File: config.mk
export PLATFORM = sky130hd
export DESIGN_NAME = tff_count_sched
export DESIGN_NICKNAME = d
export VERILOG_FILES = /design/src/rtl/tff_sched_pkg.sv /design/src/rtl/tff_cell.sv /design/src/rtl/tff_count_sched.sv
export SDC_FILE = /design/constraint.sdc
export NUM_CORES = 1
export LEC_CHECK = 0
export BUFFER_PORTS_ARGS = -buffer_cell sky130_fd_sc_hd__clkbuf_2
export CORE_ASPECT_RATIO = 1.4
export CORE_MARGIN = 8
export CORE_UTILIZATION = 53
export CTS_CLUSTER_SIZE = 28
export DETAILED_ROUTE_END_ITERATION = 6
export HOLD_SLACK_MARGIN = 0.1
export PLACE_DENSITY = 0.89
export SLEW_MARGIN = 20
export SYNTH_ARGS = -nofsm -noshare
export SYNTH_HDL_FRONTEND = slang
export SYNTH_SLANG_ARGS = --single-unit
export TNS_END_PERCENT = 100
File: constraint.sdc
create_clock -name clk -period 4.95 [get_ports clk]
set_clock_uncertainty 0.1 [all_clocks]
set_input_delay 0.99 -clock clk [delete_from_list [all_inputs] [get_ports clk]]
set_output_delay 0.99 -clock clk [all_outputs]
set_load 0.005 [all_outputs]
File: src/rtl/tff_sched_pkg.sv
// tff_sched_pkg: shared state encoding and default sizes for tff_count_sched
package tff_sched_pkg;
    localparam int WIDTH_DEF   = 4;
    localparam int PRESC_W_DEF = 8;
    typedef enum logic [1:0] {
        ST_IDLE = 2'd0,
        ST_RUN  = 2'd1,
        ST_HOLD = 2'd2,
        ST_DONE = 2'd3
    } state_t;
endpackage

File: src/rtl/tff_cell.sv
// tff_cell: single toggle flip-flop, q flips when t is high
module tff_cell (
    input  logic clk,
    input  logic rst,
    input  logic t,
    output logic q
);
    always_ff @(posedge clk)
        q <= rst ? 1'b0 : q ^ t;
endmodule

File: src/rtl/tff_count_sched.sv
// tff_count_sched: modulo up/down counter built from toggle cells; optional prescaler via TFF_SCHED_PRESCALE_EN
module tff_count_sched
    import tff_sched_pkg::*;
#(
    parameter int WIDTH = WIDTH_DEF
`ifdef TFF_SCHED_PRESCALE_EN
    ,
    parameter int PRESC_W = PRESC_W_DEF
`endif
) (
    input  logic             clk,
    input  logic             rst,
    input  logic             start,
    input  logic             stop,
    input  logic             up_dn,
    input  logic             oneshot,
    input  logic [WIDTH-1:0] limit,
    input  logic             load,
    input  logic [WIDTH-1:0] load_val,
`ifdef TFF_SCHED_PRESCALE_EN
    input  logic [PRESC_W-1:0] presc,
`endif
    output logic [WIDTH-1:0] count,
    output logic [WIDTH-1:0] toggle_en,
    output logic             tc,
    output logic             busy,
    output logic             done
);
    state_t state, state_nxt;
    logic [WIDTH-1:0] nxt, lval;
    logic step, wrap, do_load;
`ifdef TFF_SCHED_PRESCALE_EN
    logic [PRESC_W-1:0] pcnt;
`endif
    always_comb begin
        lval      = load_val > limit ? limit : load_val;
        wrap      = up_dn ? count >= limit : count == '0;
        nxt       = up_dn ? (wrap ? '0 : count + WIDTH'(1))
                          : (wrap || count > limit ? limit : count - WIDTH'(1));
`ifdef TFF_SCHED_PRESCALE_EN
        step      = state == ST_RUN && !stop && pcnt == presc;
`else
        step      = state == ST_RUN && !stop;
`endif
        do_load   = state != ST_RUN && !stop && load;
        toggle_en = rst ? '0 : step ? count ^ nxt : do_load ? count ^ lval : '0;
        // stop leaves RUN for HOLD, and any other state for IDLE
        state_nxt = state == ST_RUN ? (stop ? ST_HOLD : step && wrap && oneshot ? ST_DONE : ST_RUN)
                  : stop ? ST_IDLE
                  : load ? state
                  : start ? ST_RUN : state;
    end
    always_ff @(posedge clk) begin
        if (rst) begin
            state <= ST_IDLE;
            tc    <= 1'b0;
        end else begin
            state <= state_nxt;
            tc    <= step && wrap;
        end
    end
`ifdef TFF_SCHED_PRESCALE_EN
    always_ff @(posedge clk) begin
        if (rst || step || (state != ST_RUN && state_nxt == ST_RUN))
            pcnt <= '0;
        else if (state == ST_RUN)
            pcnt <= pcnt + PRESC_W'(1);
    end
`endif
    assign busy = state == ST_RUN;
    assign done = state == ST_DONE;
    genvar i;
    for (i = 0; i < WIDTH; i++) begin : g_cell
        tff_cell u_cell (
            .clk(clk),
            .rst(rst),
            .t  (toggle_en[i]),
            .q  (count[i])
        );
    end
endmodule

Word-level counts from Yosys, hierarchy flattened

Index checks and enable logic that the tools add are counted.

Add/sub/neg operators: 2
Order comparisons: 3
Equality and inequality tests: 4
Mux-type cells: 14
Bitwise gates (word level): 6
Reduce and logical (&&, ||, !) cells: 10

Operator list:

| kind                                                   | count |
|---|---|
| 2-to-1 mux 4 bit                                       | 7 |
| 2-to-1 mux 2 bit                                       | 6 |
| greater-than comparator 4 bit                          | 2 |
| bitwise XOR 4 bit                                      | 2 |
| logical AND 1 bit                                      | 5 |
| adder 4 x 1 -> 4 bit (second input constant)           | 1 |
| greater-or-equal comparator 4 bit                      | 1 |
| zero test 4 bit                                        | 1 |
| subtractor 4 x 1 -> 4 bit (second input constant)      | 1 |
| bitwise XOR 1 bit                                      | 4 |
| inequality test 3 x 2 -> 1 bit (second input constant) | 1 |
| nonzero test 3 bit                                     | 1 |
| == test 2 x 1 -> 1 bit (second input constant)         | 1 |
| == test 2 bit (second input constant)                  | 1 |
| inequality test 2 x 1 -> 1 bit (second input constant) | 1 |
| AND reduction 2 bit                                    | 1 |
| zero test 1 bit                                        | 1 |
| logical OR 1 bit                                       | 1 |
| 2-to-1 mux 1 bit                                       | 1 |

Register bits: 7
Input bits: 15
Logic and storage cells: 45

Longest topological paths before layout

Gate-level depths: netlist of run 1.

Word-level depth: 9
Mapped depth: 9
Mapped depth without buffers: 8

Hierarchy

Synthesis of run 1 repeated with hierarchy kept, for this count alone.

Cell total of the unflattened synthesis: 121
Area total of the unflattened synthesis: 935.9 µm²

By module, submodules not included:

| module          | instances | cells each | area an instance (µm²) | sequential area each (µm²) |
|---|---|---|---|---|
| tff_count_sched | 1         | 109        | 805.8                  | 60.1 |
| tff_cell        | 4         | 3          | 32.5                   | 20.0 |

Worst setup path after synthesis of run 1

Ideal clock, no wire load.

Path kind: in2out
Start point: in limit[1]
End point: out toggle_en[1]
Data arrival time: 3.058 ns
Data required time: 3.860 ns
Path slack: 0.802 ns
Cell stages on the path: 9
Path buffers: 1
Path through: inv_1 ha_1 and2b_1 o2111a_1 or3_4 a221o_1 o32a_1 and3_1 buf_4

Longest elaborated chain between the ends: 8
Elaborated cells between the ends (all ways): 14
Classes of those cells: order compare (3); mux (8); bitwise (2); reduce/logical (1)

RTL lines:

| item                              | RTL line              | text |
|---|---|---|
| start: declaration                | tff_count_sched.sv:17 | `input logic [WIDTH-1:0] limit,` |
| greater-or-equal comparator 4 bit | tff_count_sched.sv:37 | `wrap = up_dn ? count >= limit : count == '0;` |
| 2-to-1 mux 1 bit                  | tff_count_sched.sv:37 |  |
| logical OR 1 bit                  | tff_count_sched.sv:39 | `: (wrap \|\| count > limit ? limit : count - WIDTH'(1));` |
| 2-to-1 mux 4 bit                  | tff_count_sched.sv:39 |  |
| 2-to-1 mux 4 bit                  | tff_count_sched.sv:38 | `nxt = up_dn ? (wrap ? '0 : count + WIDTH'(1))` |
| bitwise XOR 4 bit                 | tff_count_sched.sv:46 | `toggle_en = rst ? '0 : step ? count ^ nxt : do_load ? count ^ lval : '0;` |
| 2-to-1 mux 4 bit * (2 in series)  | tff_count_sched.sv:46 |  |
| end: declaration                  | tff_count_sched.sv:24 | `output logic [WIDTH-1:0] toggle_en,` |

Mark *: on every way between the ends. The rest lies on a longest branch, timed or not.

Final worst setup path of run 1

Start point: in limit[1]
End point: out toggle_en[2]

Same word-level chain as after synthesis.

==> impl_metrics.py, run 1 <==
metrics = {
    "die": {
        "dieArea_sq_um": 3750,
        "die_w_um": 54.1,
        "initial_utilization": 0.552,
        "core_area_sq_um": 1950,
        "fp-row-count": 19,
        "io_pins": 26,
        "die_y_um": 69.3,
    },
    "timing": {
        "final_max_slew_viol_count": 0,
        "timing.final.hold_violations": 0,
        "max_freq_mhz": 228,
        "worst_slack_ns": 0.565,
        "post-route-min-period_ns": 4.38,
        "relSlewSlack": 0.422,
        "holdWs_ns": 0.440,
        "grt_setup_unrepaired": "no",
        "period_share": 0.886,
        "worst_slew_pin_slew_ns": 0.861,
        "setup_tns_ns": 0,
        "setup_violations": 0,
    },
    "synthesis": {
        "avgSynthCellArea_sq_um": 7.52,
        "netlist_top_cells_area": "dfxtp_1, ha_1, mux2i_1",
        "yosysSeqAreaShare": 0.130,
        "ys_ff_latch": 7,
        "synth_top_area_frac": 0.130,
        "synthArstFlopShare": 0,
        "synthFlopType": "dfxtp_1",
        "yosysTopAreaCell": "dfxtp_1",
        "syn_inst": 143,
        "synth_area_sq_um": 1080,
        "yosysMostFrequentCell": "nor2_1",
        "syn_nets": 168,
        "synthTopCellsByCount": "nor2_1, ha_1, inv_1",
        "synth_edf_count": 0,
        "synth.distinct_cells": 47,
        "yosysWarnings": 0,
    },
    "placed_design": {
        "place_hpwl_um": 2300,
        "dp_slack_ns": 0.564,
        "io_buffers": 25,
        "gp_congestion": 0.946,
    },
    "pwr": {
        "pwr_density_cell_nw_per_um2": 182,
        "ir_drop_uv": 72.6,
        "power.leakage_uw": 0.000565,
    },
    "setup_path": {
        "critPathCaptureType": "output pin",
        "worstPathRequired_ns": 3.86,
        "arrival_ns": 3.29,
        "worstSetupPathType": "in2out",
        "crit_fanout": 4,
        "crit_path_start_kind": "input pin",
    },
    "clock_tree": {
        "clk_pin_slew_ns": 0.05,
        "ctsResizeCount": 0,
        "cts_made_buffers": 3,
        "hold_buffers": 0,
        "cts.sinks": 7,
        "cts_max_path_buffers": 2,
        "htreeDepth": 1,
        "clock_latency_ns": 0.27,
        "cts_tree": "built",
        "post-cts-setup-buffers": 0,
        "ctsRootBufferMaster": "clkbuf_4",
    },
    "routing": {
        "num_vias": 1158,
        "first_iter_violations": 63,
        "drtAntennaViolNets": 0,
        "drc": 0,
        "wl_per_cell_um": 15.9,
        "via_per_inst": 6.40,
        "drt-total-wl_um": 2880,
        "first_pass_iters": 4,
    },
    "global_routing": {
        "track_usage": 0.159,
        "overflow": 0,
        "grt_max_degree": 12,
        "grt_pass1_vias": 1123,
        "antenna_found_initial": 0,
        "grt_pass1_wl_um": 4800,
    },
    "worst_hold_path": {
        "hp-class": "reg2reg",
    },
    "job": {
        "maxCapViolCount": 0,
    },
    "cells_and_area": {
        "fin_nets": 186,
        "diodes": 0,
        "utilization": 0.593,
        "area_growth_pct": 7.44,
        "drive_gt1_frac": 0.238,
    },
    "run_status": {
        "status": "completed",
    },
}
==> state kept, by name, summed over array words and instances (netlist names) <==
name	cells
g_cell.u_cell.q	4
state	2
tc	1
==> layout make-up <==
| type | count | area, sq um |
|---|---|---|
| clock buffers | 4 | 26.3 |
| inverters | 11 | 41.3 |
| flip-flops and latches | 7 | 140 |
| multi-input cells | 113 | 797 |
| repair buffers | 25 | 125 |
| well taps | 21 | 26.3 |
| fillers | 186 | 793 |
==> worst max-delay path: stages <==
cell and delay [ns]:
clkbuf_2 0.08, inv_1 0.07, ha_1 0.34, and2b_1 0.18, o2111a_1 0.27, or3_4 0.41, mux2i_1 0.16, a2111oi_0 0.55
a211oi_1 0.10, clkbuf_2 0.14
==> per-layer routing <==
metal	track usage	up-vias	wire, um
met3	0.0129	9	213
met5	0	-	0
met2	0.278	62	1440
met4	0.0879	0	88
li1	-	555	-
met1	0.174	532	1130
==> logic make-up after synthesis <==
| logic type | Yosys count | synth area share |
|---|---|---|
| and+or+nand+nor | 55 | 0.269 |
| AOI/OAI and AO/OA | 37 | 0.255 |
| buffers and inverters | 23 | 0.129 |
| adders and majority gates | 10 | 0.116 |
| muxes | 9 | 0.0849 |
| DFF | 7 | 0.130 |
| xor gates and xnor gates | 2 | 0.0163 |
==> power breakdown <==
part	switching, uW	leakage (uW)	total (uW)	internal (uW)
Clock	26.3	0.0000150	57.4	31.1
Combinational	48.9	0.000493	88.4	39.4
Sequential	5.38	0.0000569	64.2	58.8
Total	80.6	0.000565	210	129
==> path summary, 6_finish.rpt <==
path,cells past startpoint,slack (ns),end,start
hold / removal,2,0.44,state[0],state[0]
setup reg to reg,7,2.20,g_cell[2].u_cell.q,g_cell[1].u_cell.q
hold reg to reg,2,0.44,state[0],state[0]
setup / recovery,10,0.57,toggle_en[2],limit[1]
==> cell usage in the layout, fill, tap and decap left out, types with 6 or more instances in the layout <==
cell type and instances:
mux2i_1 8, nand2_1 7, ha_1 10, a21oi_1 8
inv_1 10, nor3_1 6, dfxtp_1 7, o21ai_0 6
nor2_1 16, clkbuf_2 25
==> metrics by stage <==
stage | instance area [sq um] | total power (uW) | instances
2_1_floorplan | 1080 | 133 | 143
3_3_place_gp | 1130 | 148 | 177
3_5_place_dp | 1130 | 152 | 177
4_1_cts | 1160 | 209 | 181
5_1_grt | 1160 | 222 | 181
6_report | 1160 | 210 | 181
Note: power is estimated with default switching activity, not from simulation.
==> inputs of run 2 (changes only) <==
--- a/config.mk
+++ b/config.mk
@@ -12,6 +12,7 @@
 export CTS_CLUSTER_SIZE = 28
 export DETAILED_ROUTE_END_ITERATION = 6
 export HOLD_SLACK_MARGIN = 0.1
+export MAX_ROUTING_LAYER = met4
 export PLACE_DENSITY = 0.89
 export SLEW_MARGIN = 20
 export SYNTH_ARGS = -nofsm -noshare
==> run 2 against run 1 <==
- flip-flop and latch count did not move
- critical path depth did not move
- clock power rose by 1%
- non-clock buffer count did not move
- global-route usage rose by 0.35 points
- via count fell by 2.7%
- maximum frequency rose by 0.12%
- sequential power barely moved
- critical endpoint unchanged
==> impl_metrics.py, run 2 (synthesis gave the netlist of run 1 again) <==
metrics = {
    "run_status": {
        "status": "completed",
    },
    "pwr": {
        "p_sw_uw": 81.4,
        "power_frac_clock": 0.276,
        "cell_internal_pwr_uw": 129,
        "p_comb_frac": 0.419,
        "p_sw_frac": 0.386,
        "p_seq_frac": 0.305,
        "pwr_density_cell_nw_per_um2": 182,
        "power.leakage_uw": 0.000565,
        "ir_drop_uv": 72.6,
    },
    "routing": {
        "drt-total-wl_um": 2880,
        "first_iter_violations": 58,
        "wl_per_cell_um": 15.9,
        "drtAntennaViolNets": 0,
        "via_per_inst": 6.23,
        "num_vias": 1127,
        "first_pass_iters": 4,
        "drc": 0,
    },
    "placed_design": {
        "dpl_cell_area_sq_um": 1130,
        "place_hpwl_um": 2300,
        "dp_cells": 177,
        "gp_congestion": 0.963,
        "io_buffers": 25,
    },
    "global_routing": {
        "grt_max_degree": 12,
        "grt_pass1_wl_um": 4770,
        "track_usage": 0.163,
        "grt_pass1_vias": 1120,
        "antenna_found_initial": 0,
        "overflow": 0,
    },
    "die": {
        "fp-row-count": 19,
        "die_w_um": 54.1,
        "dieArea_sq_um": 3750,
        "initial_utilization": 0.552,
        "die_y_um": 69.3,
        "core_area_sq_um": 1950,
        "io_pins": 26,
    },
    "setup_path": {
        "critical-path-top-delay-family": "compound AO/OA/AOI/OAI gates",
        "crit_chain": "clkbuf_2 > inv_1 > ha_1 > and2b_1 > o2111a_1 > or3_4 > mux2i_1 > a2111oi_0 > a211oi_1 > clkbuf_2",
        "crit_fanout": 4,
        "arrival_ns": 3.29,
        "worstSetupPathType": "in2out",
        "crit_path_top_delay_cell": "a2111oi_0",
        "critPathCaptureType": "output pin",
        "critical-path-max-stage-delay_ns": 0.55,
        "worstPathBufferInverterCount": 3,
        "crit_path_start_kind": "input pin",
        "reg2reg_setup_slack_ns": 2.21,
        "worstPathRequired_ns": 3.86,
        "crit_top_cell": "clkbuf_2",
    },
    "clock_tree": {
        "ctsResizeCount": 0,
        "ctsRootBufferMaster": "clkbuf_4",
        "clk_pin_slew_ns": 0.05,
        "cts_max_path_buffers": 2,
        "hold_buffers": 0,
        "post-cts-setup-buffers": 0,
        "clock_latency_ns": 0.27,
        "cts.sinks": 7,
        "cts_tree": "built",
        "cts_made_buffers": 3,
        "htreeDepth": 1,
    },
    "cells_and_area": {
        "final_area_sq_um": 1160,
        "layout_common_cells": "clkbuf_2, nor2_1, inv_1, ha_1",
        "drive_gt1_frac": 0.238,
        "largest_register_ffs": 4,
        "final_common_cell": "clkbuf_2",
        "num-fill-cells": 186,
        "multi_input_area_sq_um": 797,
        "fin_cells": 181,
        "largest-register": "g_cell.u_cell.q",
        "area_growth_pct": 7.44,
        "reg_top3": "g_cell.u_cell.q (4), state (2), tc (1)",
        "fin_nets": 186,
        "diodes": 0,
        "utilization": 0.593,
        "register_area_sq_um": 140,
    },
    "timing": {
        "post-route-min-period_ns": 4.38,
        "relSlewSlack": 0.432,
        "holdWs_ns": 0.443,
        "worst_slew_pin_slew_ns": 0.845,
        "timing.final.hold_violations": 0,
        "grt_setup_unrepaired": "no",
        "final_max_slew_viol_count": 0,
        "setup_tns_ns": 0,
        "period_share": 0.885,
        "max_freq_mhz": 228,
        "setup_violations": 0,
    },
    "job": {
        "maxCapViolCount": 0,
    },
    "worst_hold_path": {
        "hp-class": "reg2reg",
    },
}
## run 2: cell counts in the layout (fill, tap and decap cells not counted)
Identical to the previous run, type by type.
## run 2: cell type report
cell class,instances,area share
Multi-Input combinational cell,113,0.689
Timing Repair Buffer,25,0.108
Sequential cell,7,0.121
Inverter,11,0.0357
Tap cell,21,0.0227
Clock buffer,4,0.0227
## run 2: worst paths after layout
path,startpoint,to,cells past startpoint
setup / recovery,limit[1],toggle_en[2],10
hold / removal,state[0],state[0],2
hold reg to reg,state[0],state[0],2
setup reg to reg,g_cell[1].u_cell.q,g_cell[2].u_cell.q,7
## run 2: power groups by stage
stage                     Combinational, uW  Sequential, uW  Clock [uW]
after global routing                   98.0            64.9        59.3
after floorplan                        70.2            63.2           0
after global placement                 82.6            65.0           0
after CTS                              87.5            64.1        57.8
after detailed placement               87.0            65.3           0
final                                  88.3            64.2        58.2
## run 2: metal layers
| metal | wire length (um) | part of all wire | track usage | vias up |
|---|---|---|---|---|
| met5 | 0 | 0 | - | - |
| met2 | 1440 | 0.50 | 0.278 | 60 |
| met3 | 243 | 0.084 | 0.0107 | 9 |
| li1 | - | - | - | 555 |
| met1 | 1100 | 0.38 | 0.174 | 503 |
| met4 | 89 | 0.031 | 0.0879 | 0 |
## run 2: per-stage QoR
step | total power, uW | worst slack [ns]
floorplan | 133 | 0.802
global placement | 148 | 0.669
detailed placement | 152 | 0.564
CTS | 209 | 0.568
global route | 222 | 0.442
finish | 211 | 0.570
## run 2: worst min-delay path: cells and delay by family (launching register included)
kind,cells,cell delay [ns]
DFF,1,0.32
and+or+nand+nor,1,0.05
AOI/OAI and AO/OA,1,0.13
==> inputs of run 3 (changes only) <==
--- a/config.mk
+++ b/config.mk
@@ -7,7 +7,7 @@
 export LEC_CHECK = 0
 export BUFFER_PORTS_ARGS = -buffer_cell sky130_fd_sc_hd__clkbuf_2
 export CORE_ASPECT_RATIO = 1.4
-export CORE_MARGIN = 8
+export CORE_MARGIN = 5
 export CORE_UTILIZATION = 53
 export CTS_CLUSTER_SIZE = 28
 export DETAILED_ROUTE_END_ITERATION = 6
@@ -18,4 +18,4 @@
 export SYNTH_ARGS = -nofsm -noshare
 export SYNTH_HDL_FRONTEND = slang
 export SYNTH_SLANG_ARGS = --single-unit
-export TNS_END_PERCENT = 100
+export TNS_END_PERCENT = 1
==> run 3 against run 2 <==
- cell area unchanged
- power down 1.8%
- setup slack gained 0.0030 ns
- die area is 19% lower
- critical path type unchanged
- critical endpoint unchanged
- largest cell class unchanged
- largest power group unchanged
==> impl_metrics.py, run 3 (synthesis gave the netlist of run 1 again) <==
metrics = {
    "clock_tree": {
        "htreeDepth": 1,
        "hold_buffers": 0,
        "ctsResizeCount": 0,
        "ctsRootBufferMaster": "clkbuf_4",
        "cts_max_path_buffers": 2,
        "cts_made_buffers": 3,
        "cts.sinks": 7,
        "clk_pin_slew_ns": 0.06,
        "post-cts-setup-buffers": 0,
        "cts_tree": "built",
        "clock_latency_ns": 0.27,
    },
    "global_routing": {
        "grt_pass1_wl_um": 4450,
        "antenna_found_initial": 0,
        "grt_max_degree": 12,
        "grt_pass1_vias": 1110,
        "track_usage": 0.201,
        "overflow": 0,
    },
    "run_status": {
        "status": "completed",
    },
    "cells_and_area": {
        "final_area_sq_um": 1160,
        "utilization": 0.593,
        "reg_top3": "g_cell.u_cell.q (4), state (2), tc (1)",
        "final_common_cell": "clkbuf_2",
        "fin_cells": 181,
        "largest_register_ffs": 4,
        "diodes": 0,
        "largest-register": "g_cell.u_cell.q",
        "area_growth_pct": 7.44,
        "layout_common_cells": "clkbuf_2, nor2_1, inv_1, ha_1",
        "drive_gt1_frac": 0.238,
        "fin_nets": 186,
    },
    "timing": {
        "grt_setup_unrepaired": "no",
        "post-route-min-period_ns": 4.38,
        "holdWs_ns": 0.433,
        "setup_violations": 0,
        "setup_tns_ns": 0,
        "max_freq_mhz": 228,
        "worst_slew_pin_slew_ns": 0.823,
        "final_max_slew_viol_count": 0,
        "timing.final.hold_violations": 0,
        "period_share": 0.884,
        "relSlewSlack": 0.447,
    },
    "pwr": {
        "ir_drop_uv": 79.8,
        "pwr_density_cell_nw_per_um2": 179,
        "power.leakage_uw": 0.000565,
    },
    "routing": {
        "drc": 0,
        "drtAntennaViolNets": 0,
        "first_iter_violations": 35,
        "num_vias": 1124,
        "drt-total-wl_um": 2690,
        "via_per_inst": 6.21,
        "first_pass_iters": 4,
        "wl_per_cell_um": 14.9,
    },
    "die": {
        "fp-row-count": 19,
        "die_w_um": 48.1,
        "dieArea_sq_um": 3040,
        "die_y_um": 63.3,
        "initial_utilization": 0.552,
        "io_pins": 26,
        "core_area_sq_um": 1950,
    },
    "setup_path": {
        "worstPathRequired_ns": 3.86,
        "reg2reg_to": "g_cell[2].u_cell.q",
        "cp.depth": 10,
        "endpoint": "toggle_en[2]",
        "reg2reg_depth": 7,
        "critical-path-max-stage-delay_ns": 0.57,
        "crit_path_start_kind": "input pin",
        "worstSetupPathType": "in2out",
        "crit_chain": "clkbuf_2 > inv_1 > ha_1 > and2b_1 > o2111a_1 > or3_4 > mux2i_1 > a2111oi_0 > a211oi_1 > clkbuf_2",
        "crit_fanout": 4,
        "crit_top_cell": "clkbuf_2",
        "reg2reg_setup_slack_ns": 2.22,
        "crit_path_top_delay_cell": "a2111oi_0",
        "worstPathBufferInverterCount": 3,
        "worstSetupStartpoint": "limit[1]",
        "critical-path-top-delay-family": "compound AO/OA/AOI/OAI gates",
        "arrival_ns": 3.29,
        "critPathCaptureType": "output pin",
        "rr_startpoint": "g_cell[1].u_cell.q",
    },
    "placed_design": {
        "dpl_cell_area_sq_um": 1130,
        "io_buffers": 25,
        "place_hpwl_um": 2220,
        "dp_cells": 177,
        "gp_congestion": 0.856,
    },
    "worst_hold_path": {
        "hold_path_depth": 2,
        "hp-class": "reg2reg",
    },
    "job": {
        "maxCapViolCount": 0,
    },
}
-- run 3: worst min path at each step --
stage,endpoint,slack [ns],start
floorplan,state[0],0.39,state[0]
global placement,state[0],0.41,state[0]
detailed placement,state[0],0.42,state[0]
CTS,state[0],0.43,state[0]
global route,state[0],0.46,state[0]
finish,state[0],0.43,state[0]
-- run 3: stage by stage --
stage	power, uW	setup slack, ns
floorplan	133	0.802
global placement	147	0.670
detailed placement	152	0.595
CTS	207	0.585
global route	223	0.396
finish	207	0.573
-- run 3: tightest hold or removal path: cells and delay by family (launching register included) --
family	cells	cell delay [ns]
AO/OA/AOI/OAI	1	0.12
flip-flops	1	0.32
AND/OR/NAND/NOR	1	0.05
-- run 3: routing by layer --
layer  share of wire  GRT usage
met1            0.39      0.213
met2            0.54      0.329
met3           0.056     0.0313
met4           0.017      0.114
met5               0          -
-- run 3: power breakdown --
group / internal (uW) / total (uW) / switching (uW)
clock network: 30.9 / 55.1 / 24.1
logic: 39.5 / 87.6 / 48.1
registers: 58.9 / 64.3 / 5.40
total: 129 / 207 / 77.7
-- run 3: layout make-up --
class	instances	area, sq um
Timing Repair Buffer	25	125
Clock buffer	4	26.3
Tap cell	21	26.3
Fill cell	192	793
Sequential cell	7	140
Inverter	11	41.3
Multi-Input combinational cell	113	797
